## src/rtl/sync_pattern_tx.sv

```systemverilog
// Serial frame transmitter: sync word, then payload (both MSB first), then idle gap.
// Words enter through a valid/ready handshake; one line bit per clock.
module sync_pattern_tx #(
    parameter int unsigned       DATA_W       = 8,
    parameter int unsigned       SYNC_W       = 5,
    parameter logic [SYNC_W-1:0] SYNC_PATTERN = 5'b10110,
    parameter int unsigned       GAP_CYCLES   = 2,
    parameter logic              IDLE_LEVEL   = 1'b0
) (
    input  logic              clock,
    input  logic              reset,
    input  logic [DATA_W-1:0] data_in,
    input  logic              data_valid,
    output logic              data_ready,
    output logic              seq_out,
    output logic              frame_active,
    output logic              sync_phase,
    output logic              frame_done
);
    localparam int unsigned SH_W   = SYNC_W + DATA_W;
    localparam int unsigned MAX_SD = (SYNC_W > DATA_W) ? SYNC_W : DATA_W;
    localparam int unsigned MAX_N  = (MAX_SD > GAP_CYCLES) ? MAX_SD : GAP_CYCLES;
    localparam int unsigned CNT_W  = $clog2(MAX_N + 1);

    localparam logic [CNT_W-1:0] SYNC_LAST = CNT_W'(SYNC_W - 1);
    localparam logic [CNT_W-1:0] DATA_LAST = CNT_W'(DATA_W - 1);
    localparam logic [CNT_W-1:0] GAP_LAST  = CNT_W'((GAP_CYCLES == 0) ? 0 : GAP_CYCLES - 1);
    localparam logic [CNT_W-1:0] DONE_AT   = CNT_W'((DATA_W < 2) ? 0 : DATA_W - 2);

    typedef enum logic [1:0] {S_IDLE, S_SYNC, S_DATA, S_GAP} state_t;

    state_t            state;
    logic [CNT_W-1:0]  cnt;
    logic [SH_W-1:0]   shreg;
    logic              accept;

    // Ready in idle and in the last cycle of a frame so frames can run back-to-back
    assign data_ready = !reset &&
                        ((state == S_IDLE) ||
                         (state == S_GAP && cnt == GAP_LAST) ||
                         (GAP_CYCLES == 0 && state == S_DATA && cnt == DATA_LAST));
    assign accept = data_valid && data_ready;

    // The first sync bit goes straight to the line; the rest of the frame sits in shreg
    always_ff @(posedge clock) begin
        if (reset) begin
            state        <= S_IDLE;
            cnt          <= '0;
            shreg        <= '0;
            seq_out      <= IDLE_LEVEL;
            frame_active <= 1'b0;
            sync_phase   <= 1'b0;
            frame_done   <= 1'b0;
        end else begin
            frame_done <= 1'b0;
            if (accept) begin
                state        <= S_SYNC;
                cnt          <= '0;
                shreg        <= SH_W'({SYNC_PATTERN, data_in} << 1);
                seq_out      <= SYNC_PATTERN[SYNC_W-1];
                frame_active <= 1'b1;
                sync_phase   <= 1'b1;
            end else begin
                case (state)
                    S_IDLE: begin
                        seq_out      <= IDLE_LEVEL;
                        frame_active <= 1'b0;
                        sync_phase   <= 1'b0;
                    end
                    S_SYNC: begin
                        seq_out <= shreg[SH_W-1];
                        shreg   <= shreg << 1;
                        if (cnt == SYNC_LAST) begin
                            state      <= S_DATA;
                            cnt        <= '0;
                            sync_phase <= 1'b0;
                            frame_done <= (DATA_W == 1);
                        end else begin
                            cnt <= cnt + 1'b1;
                        end
                    end
                    S_DATA: begin
                        if (cnt == DATA_LAST) begin
                            state        <= (GAP_CYCLES == 0) ? S_IDLE : S_GAP;
                            cnt          <= '0;
                            seq_out      <= IDLE_LEVEL;
                            frame_active <= 1'b0;
                        end else begin
                            seq_out    <= shreg[SH_W-1];
                            shreg      <= shreg << 1;
                            cnt        <= cnt + 1'b1;
                            frame_done <= (cnt == DONE_AT);
                        end
                    end
                    S_GAP: begin
                        if (cnt == GAP_LAST) begin
                            state <= S_IDLE;
                            cnt   <= '0;
                        end else begin
                            cnt <= cnt + 1'b1;
                        end
                    end
                    default: begin
                        state <= S_IDLE;
                        cnt   <= '0;
                    end
                endcase
            end
        end
    end
endmodule

```

## config.mk

```make
export PLATFORM = sky130hd
export DESIGN_NAME = sync_pattern_tx
export DESIGN_NICKNAME = d
export VERILOG_FILES = /design/src/rtl/sync_pattern_tx.sv
export SDC_FILE = /design/constraint.sdc
export NUM_CORES = 1
export LEC_CHECK = 0
export CELL_PAD_IN_SITES_DETAIL_PLACEMENT = 1
export CELL_PAD_IN_SITES_GLOBAL_PLACEMENT = 2
export CORE_ASPECT_RATIO = 1.25
export CORE_UTILIZATION = 28
export DETAILED_ROUTE_END_ITERATION = 6
export GPL_TIMING_DRIVEN = 0
export PLACE_DENSITY = 0.79
export SLEW_MARGIN = 20
export SYNTH_ARGS = -nofsm -noshare
export SYNTH_HDL_FRONTEND = slang
export SYNTH_SLANG_ARGS = --single-unit
```

## constraint.sdc

```tcl
create_clock -name clock -period 1.9 [get_ports clock]
set_input_delay 0.19 -clock clock [delete_from_list [all_inputs] [get_ports clock]]
set_output_delay 0.19 -clock clock [all_outputs]
set_load 0.02 [all_outputs]
```

# Word level (Yosys, flattened, before mapping)
# Index checks and enable logic that the tools add are counted.
# totals
ff_bits	23
input_bits	11
output_inout_bits	5
wordCells	68
# op_classes
add_sub_neg	1
eq_ne	15
n_mux	21
n_bitwise	1
reduce_logical	21
# op_table
operator	count
case mux 13 bit (2 select lines)	1
two-way mux 13 bit	1
== test 4 x 3 -> 1 bit, second input constant	3
two-way mux 12 bit	1
two-way mux 4 bit	3
case mux 4 bit (3 select lines)	1
nonzero test 3 bit	4
!= test 3 bit, second input constant	3
AND reduction 2 bit	4
AND reduction 4 bit	2
nonzero test 4 bit	2
two-way mux 1 bit	7
two-way mux 2 bit	3
!= test 2 bit, second input constant	3
case mux 2 bit (3 select lines)	1
adder 4 x 1 -> 4 bit, second input constant	1
== test 2 bit, second input constant	2
== test 4 x 1 -> 1 bit, second input constant	1
case mux 1 bit (2 select lines)	2
OR reduction 4 bit	1
logical AND 1 bit	3
!= test 3 x 2 -> 1 bit, second input constant	1
case mux 1 bit (3 select lines)	1
== test 2 x 1 -> 1 bit, second input constant	1
other kinds (7)	7

# Longest topological paths before layout
# logic_depth
word_depth	7
ltp_mapped	8
ltp_nobuf	6

# Worst setup path before layout
# OpenSTA, ideal clock, no wires.
# synth_timing
kind	reg-to-reg
start	register state[0]
end	register state[0]
setup_time_ps	74
arrival_ps	1763
slack_ps	62
stages_incl_launch_ff	8
path_buffers	1
period_less_slack_ps	1838
cell_sequence	dfxtp_1 inv_1 ha_1 buf_2 nor4b_2 a311oi_2 or4b_1 a31oi_1
# synth_via
elab_chain_cells	7
word_cells_on_any_way	15
classes_between	6 x eq/ne; 2 x mux; 7 x reduce/logical
# synth_rtl
item	line_no	text
from (decl)	32	state_t state;
from (signal assigned)	84	state <= (GAP_CYCLES == 0) ? S_IDLE : S_GAP;
== test 2 bit	40, 64	
logical AND 1 bit	40	(state == S_GAP && cnt == GAP_LAST) ||
logical OR 1 bit	39	((state == S_IDLE) ||
logical AND 1 bit	38	assign data_ready = !reset &&
logical AND 1 bit	42	assign accept = data_valid && data_ready;
!= test 3 x 2 -> 1 bit (no line), or another cell as far along	n/a	
AND reduction 4 bit (no line)	n/a	
# Several ways; a longest one is shown, not always the timed one.
# A chain may end at the register's enable or synchronous reset.

# Worst setup path in the final report
# layout_timing
start	register state[1]
end	register cnt[3]
# layout_via
elab_chain_cells	6
word_cells_on_any_way	11
classes_between	3 x eq/ne; 1 x mux; 7 x reduce/logical
# layout_rtl
item	line_no	text
== test 2 bit	40, 64	
logical AND 1 bit	40	
logical OR 1 bit	39	
logical AND 1 bit	38	
logical AND 1 bit	42	
OR reduction 2 bit (no line)	n/a	
to (signal assigned)	79	cnt <= cnt + 1'b1;
to (signal assigned)	91	cnt <= cnt + 1'b1;
to (signal assigned)	100	cnt <= cnt + 1'b1;
to (decl)	33	logic [CNT_W-1:0] cnt;
# Several ways; a longest one is shown, not always the timed one.

==> implementation parameters <==
Parameter                              Value

Run status
  Status    complete, no violations

STA
  Relative slew slack    approximately two thirds
  Peak clock frequency supported by timing    around 560 MHz
  Clock tree skew after final layout    between 0.005 and 0.006 ns
  Aggregate negative setup slack    0 ns
  Fraction of the cycle the final worst path needs    a little over nine tenths
  Time the final worst path needs with I/O delays and setup    roughly 1.8 ns
  Count of final setup violators    0
  Slew of the pin with the lowest slew margin    ~0.5 ns
  RSZ-0062 raised after global routing    no
  Final Hold Viols    0
  Worst hold slack    roughly 0.28 ns
  Slew Viols, Final    0

Synthesis
  Cell area after technology mapping    between 1000 and 1500 um^2
  Async set-or-reset flop fraction in the synthesized netlist    0%
  Main combinational cell family by area after synthesis    simple AND/OR/NAND/NOR gates
  Simple logic cell fraction of the synthesized area    a little under a quarter
  Warning count from the yosys run    0
  Complex-gate fraction of the synthesized area    between 20% and 30%
  Top cell type by total area after synthesis    dfxtp_1
  Number of nets produced by synthesis    160
  Leading cell type by number of instances after synthesis    nand2_1
  Xor/xnor cell area share of the yosys netlist    1.51%
  Avg Synthesized Cell Area    between 8 and 9 um^2
  #FFs+latches synth    22
  EDFF count, synth    0
  Dominant synthesized flop cell    dfxtp_1
  Adder-cell area share of the yosys netlist    about 11%
  Top-area cell type share of the netlist area    a little under two fifths
  Most frequent cells after synthesis    25 x nand2_1, 22 x dfxtp_1, 19 x nor2_1, 10 x ha_1, 9 x a311oi_1
  Unique cell type count in the Yosys netlist    30
  Mux cell area share after synthesis    less than 1%
  Leading cell types by total area after synthesis    dfxtp_1 38%, ha_1 11%, nand2_1 8.1%
  Sequential fraction of the synthesis area    approximately 38%
  Mapped Cells    roughly 140

Layout
  Syn-to-layout area delta    31.4%
  Register area    445 um^2
  Share of layout cells above drive strength 1    around 16%
  Number of nets in the layout    between 150 and 200
  Final antenna diode count    0
  Post-route non-filler standard cell count    213
  Multi-input gate area    719 um^2
  Filler cell count in the final layout    between 400 and 500

Route
  Met3 Wirelength    ~89 um
  Detailed-route wire length on metal 1    1.36 mm
  Initial detailed-routing violation count    34
  Average wire per cell in the routed design    roughly 14 um
  Number of DRC violations after detailed routing    0
  Uppermost layer routed    met4
  Post-DR vias/cell    approximately 5.0
  Routed length on met2    around 1.6 mm
  Aggregate routed wire length    3.08 mm
  Routed vias    1,070
  First-pass DRT Iterations    4
  DRT antenna net count    0

Worst setup path
  Critical Path Max Stage Delay    ~0.57 ns
  Cell type group with the largest total delay on the critical path    simple AND/OR/NAND/NOR gates
  Stages on worst setup path    6
  Sort of element at the start of the critical path    register
  Number of cell instances on the worst register-to-register path    6
  Buffers plus inverters on the worst setup path    2
  Setup CP Type    reg2reg
  CP Data Arrival Time    between 1.5 and 2 ns
  Worst Path Required    ~2.0 ns
  Worst-path cell with the longest stage delay    or4_1
  CP Max Fanout    8
  List of cells traversed by the critical path    inv_1 > ha_1 > clkbuf_1 > or4_1 > xor2_1 > nor2_1
  Element type at the critical path end    register

Floorplan
  Die area    between 4000 and 5000 um^2
  Width of the die    approximately 60 um
  Number of top-level pins    16
  Die span in y    about 74 um
  Core ar.    between 3000 and 4000 um^2
  Starting Density    between 20 and 30%
  Number of standard-cell rows in the floorplan    25

Flow run
  Max-capacitance violation count    0

Placement
  Port bufs    14
  Post-DP HPWL    ~2.2 mm
  Placed insts    about 210
  GP Congestion    approximately 0.74

Clocking
  Clock sinks    22
  CTS tree    built
  Cts hold-fix bufs    0
  Clock root buffer    clkbuf_8
  Number of buffers on the longest clock path    2
  Clock network latency to the later pin of the worst-skew pair    approximately 0.27 ns
  H-tree level count    1
  Register clock-pin slew on the reported worst setup and hold paths    0.09 ns
  TritonCTS buffer count    3

Power
  Leak pwr    between 0.5 and 0.6 nW
  Pwr dens    1040 nW/um^2
  Power Total    between 1.5 and 2 mW
  IR drop worst, VDD    0.000389 V

Global route
  Wire length of the first global-routing pass    5.05 mm
  Final global-route overflow total    0
  Pin count of the biggest net entering global routing    14
  Overall global routing resource usage    approximately 15%
  Vias in the first global route    roughly 1,100
  Number of antenna violations at the first check in global routing    0

Hold path
  Type of the tightest min-delay check    in2reg
  Worst hold path depth    2
cells by family after synthesis:
logic type / after synthesis
compound gates: 33
buf+inv: 15
simple gates: 56
mux: 1
xor+xnor: 2
flops: 22
fa+ha+maj: 10
final timing paths:
check,start,endpoint,slack [ns]
min,reset,shreg[5],0.28
min reg2reg,shreg[11],shreg[12],0.47
max reg2reg,state[1],cnt[3],0.12
max,state[1],cnt[3],0.12
placed cells by master, fill, tap and decap left out, types with 3 or more instances in the layout:
cell type,Yosys,layout
nand2_1,25,25
dfxtp_1,22,20
nor2_1,19,19
clkdlybuf4s50_1,0,13
a311oi_1,9,9
a21oi_1,7,7
inv_1,7,6
ha_1,10,6
a31oi_1,4,4
ha_2,0,3
clkbuf_8,0,3
buf_4,0,3
cell type report:
class                           instances  area share (%)
Multi-Input combinational cell        102            47.1
Sequential cell                        22            29.2
Timing Repair Buffer                   17            10.3
Tap cell                               54            4.42
Clock buffer                            3            2.70
Buffer                                  7            2.62
Clock inverter                          1            1.97
Inverter                                7            1.72
power breakdown:
group	internal (mW)	switching, mW	total, mW
logic	0.235	0.325	0.559
registers	0.535	0.0532	0.588
clock network	0.282	0.165	0.447
routing by layer:
metal  up-vias  GRT usage [%]
li1        528              -
met1       520           18.2
met2        18           27.6
met3         4           1.57
met4         0           3.62
met5         -              0
registers in the layout, indices dropped and copies added, names as in the netlist:
| name | cells |
|---|---|
| shreg | 12 |
| cnt | 4 |
| state | 2 |
| frame_active | 1 |
| frame_done | 1 |
| seq_out | 1 |
| sync_phase | 1 |
through the flow:
stage                     utilization, %  area (um^2)  setup WS [ns]
after floorplan                        -         1160         0.0622
after global placement              35.3         1370        -0.0689
after detailed placement            35.3         1370         -0.169
after CTS                           38.1         1480        -0.0117
after global routing                39.4         1530         0.0169
final                               39.4         1530          0.120
what timing repair did:
item,4_1_cts,5_1_grt
buffers inserted,0,3
pin swaps,1,3
endpoints found under the setup margin,16,22
gates resized for setup,11,11
Power figures use the tool's default switching activity.
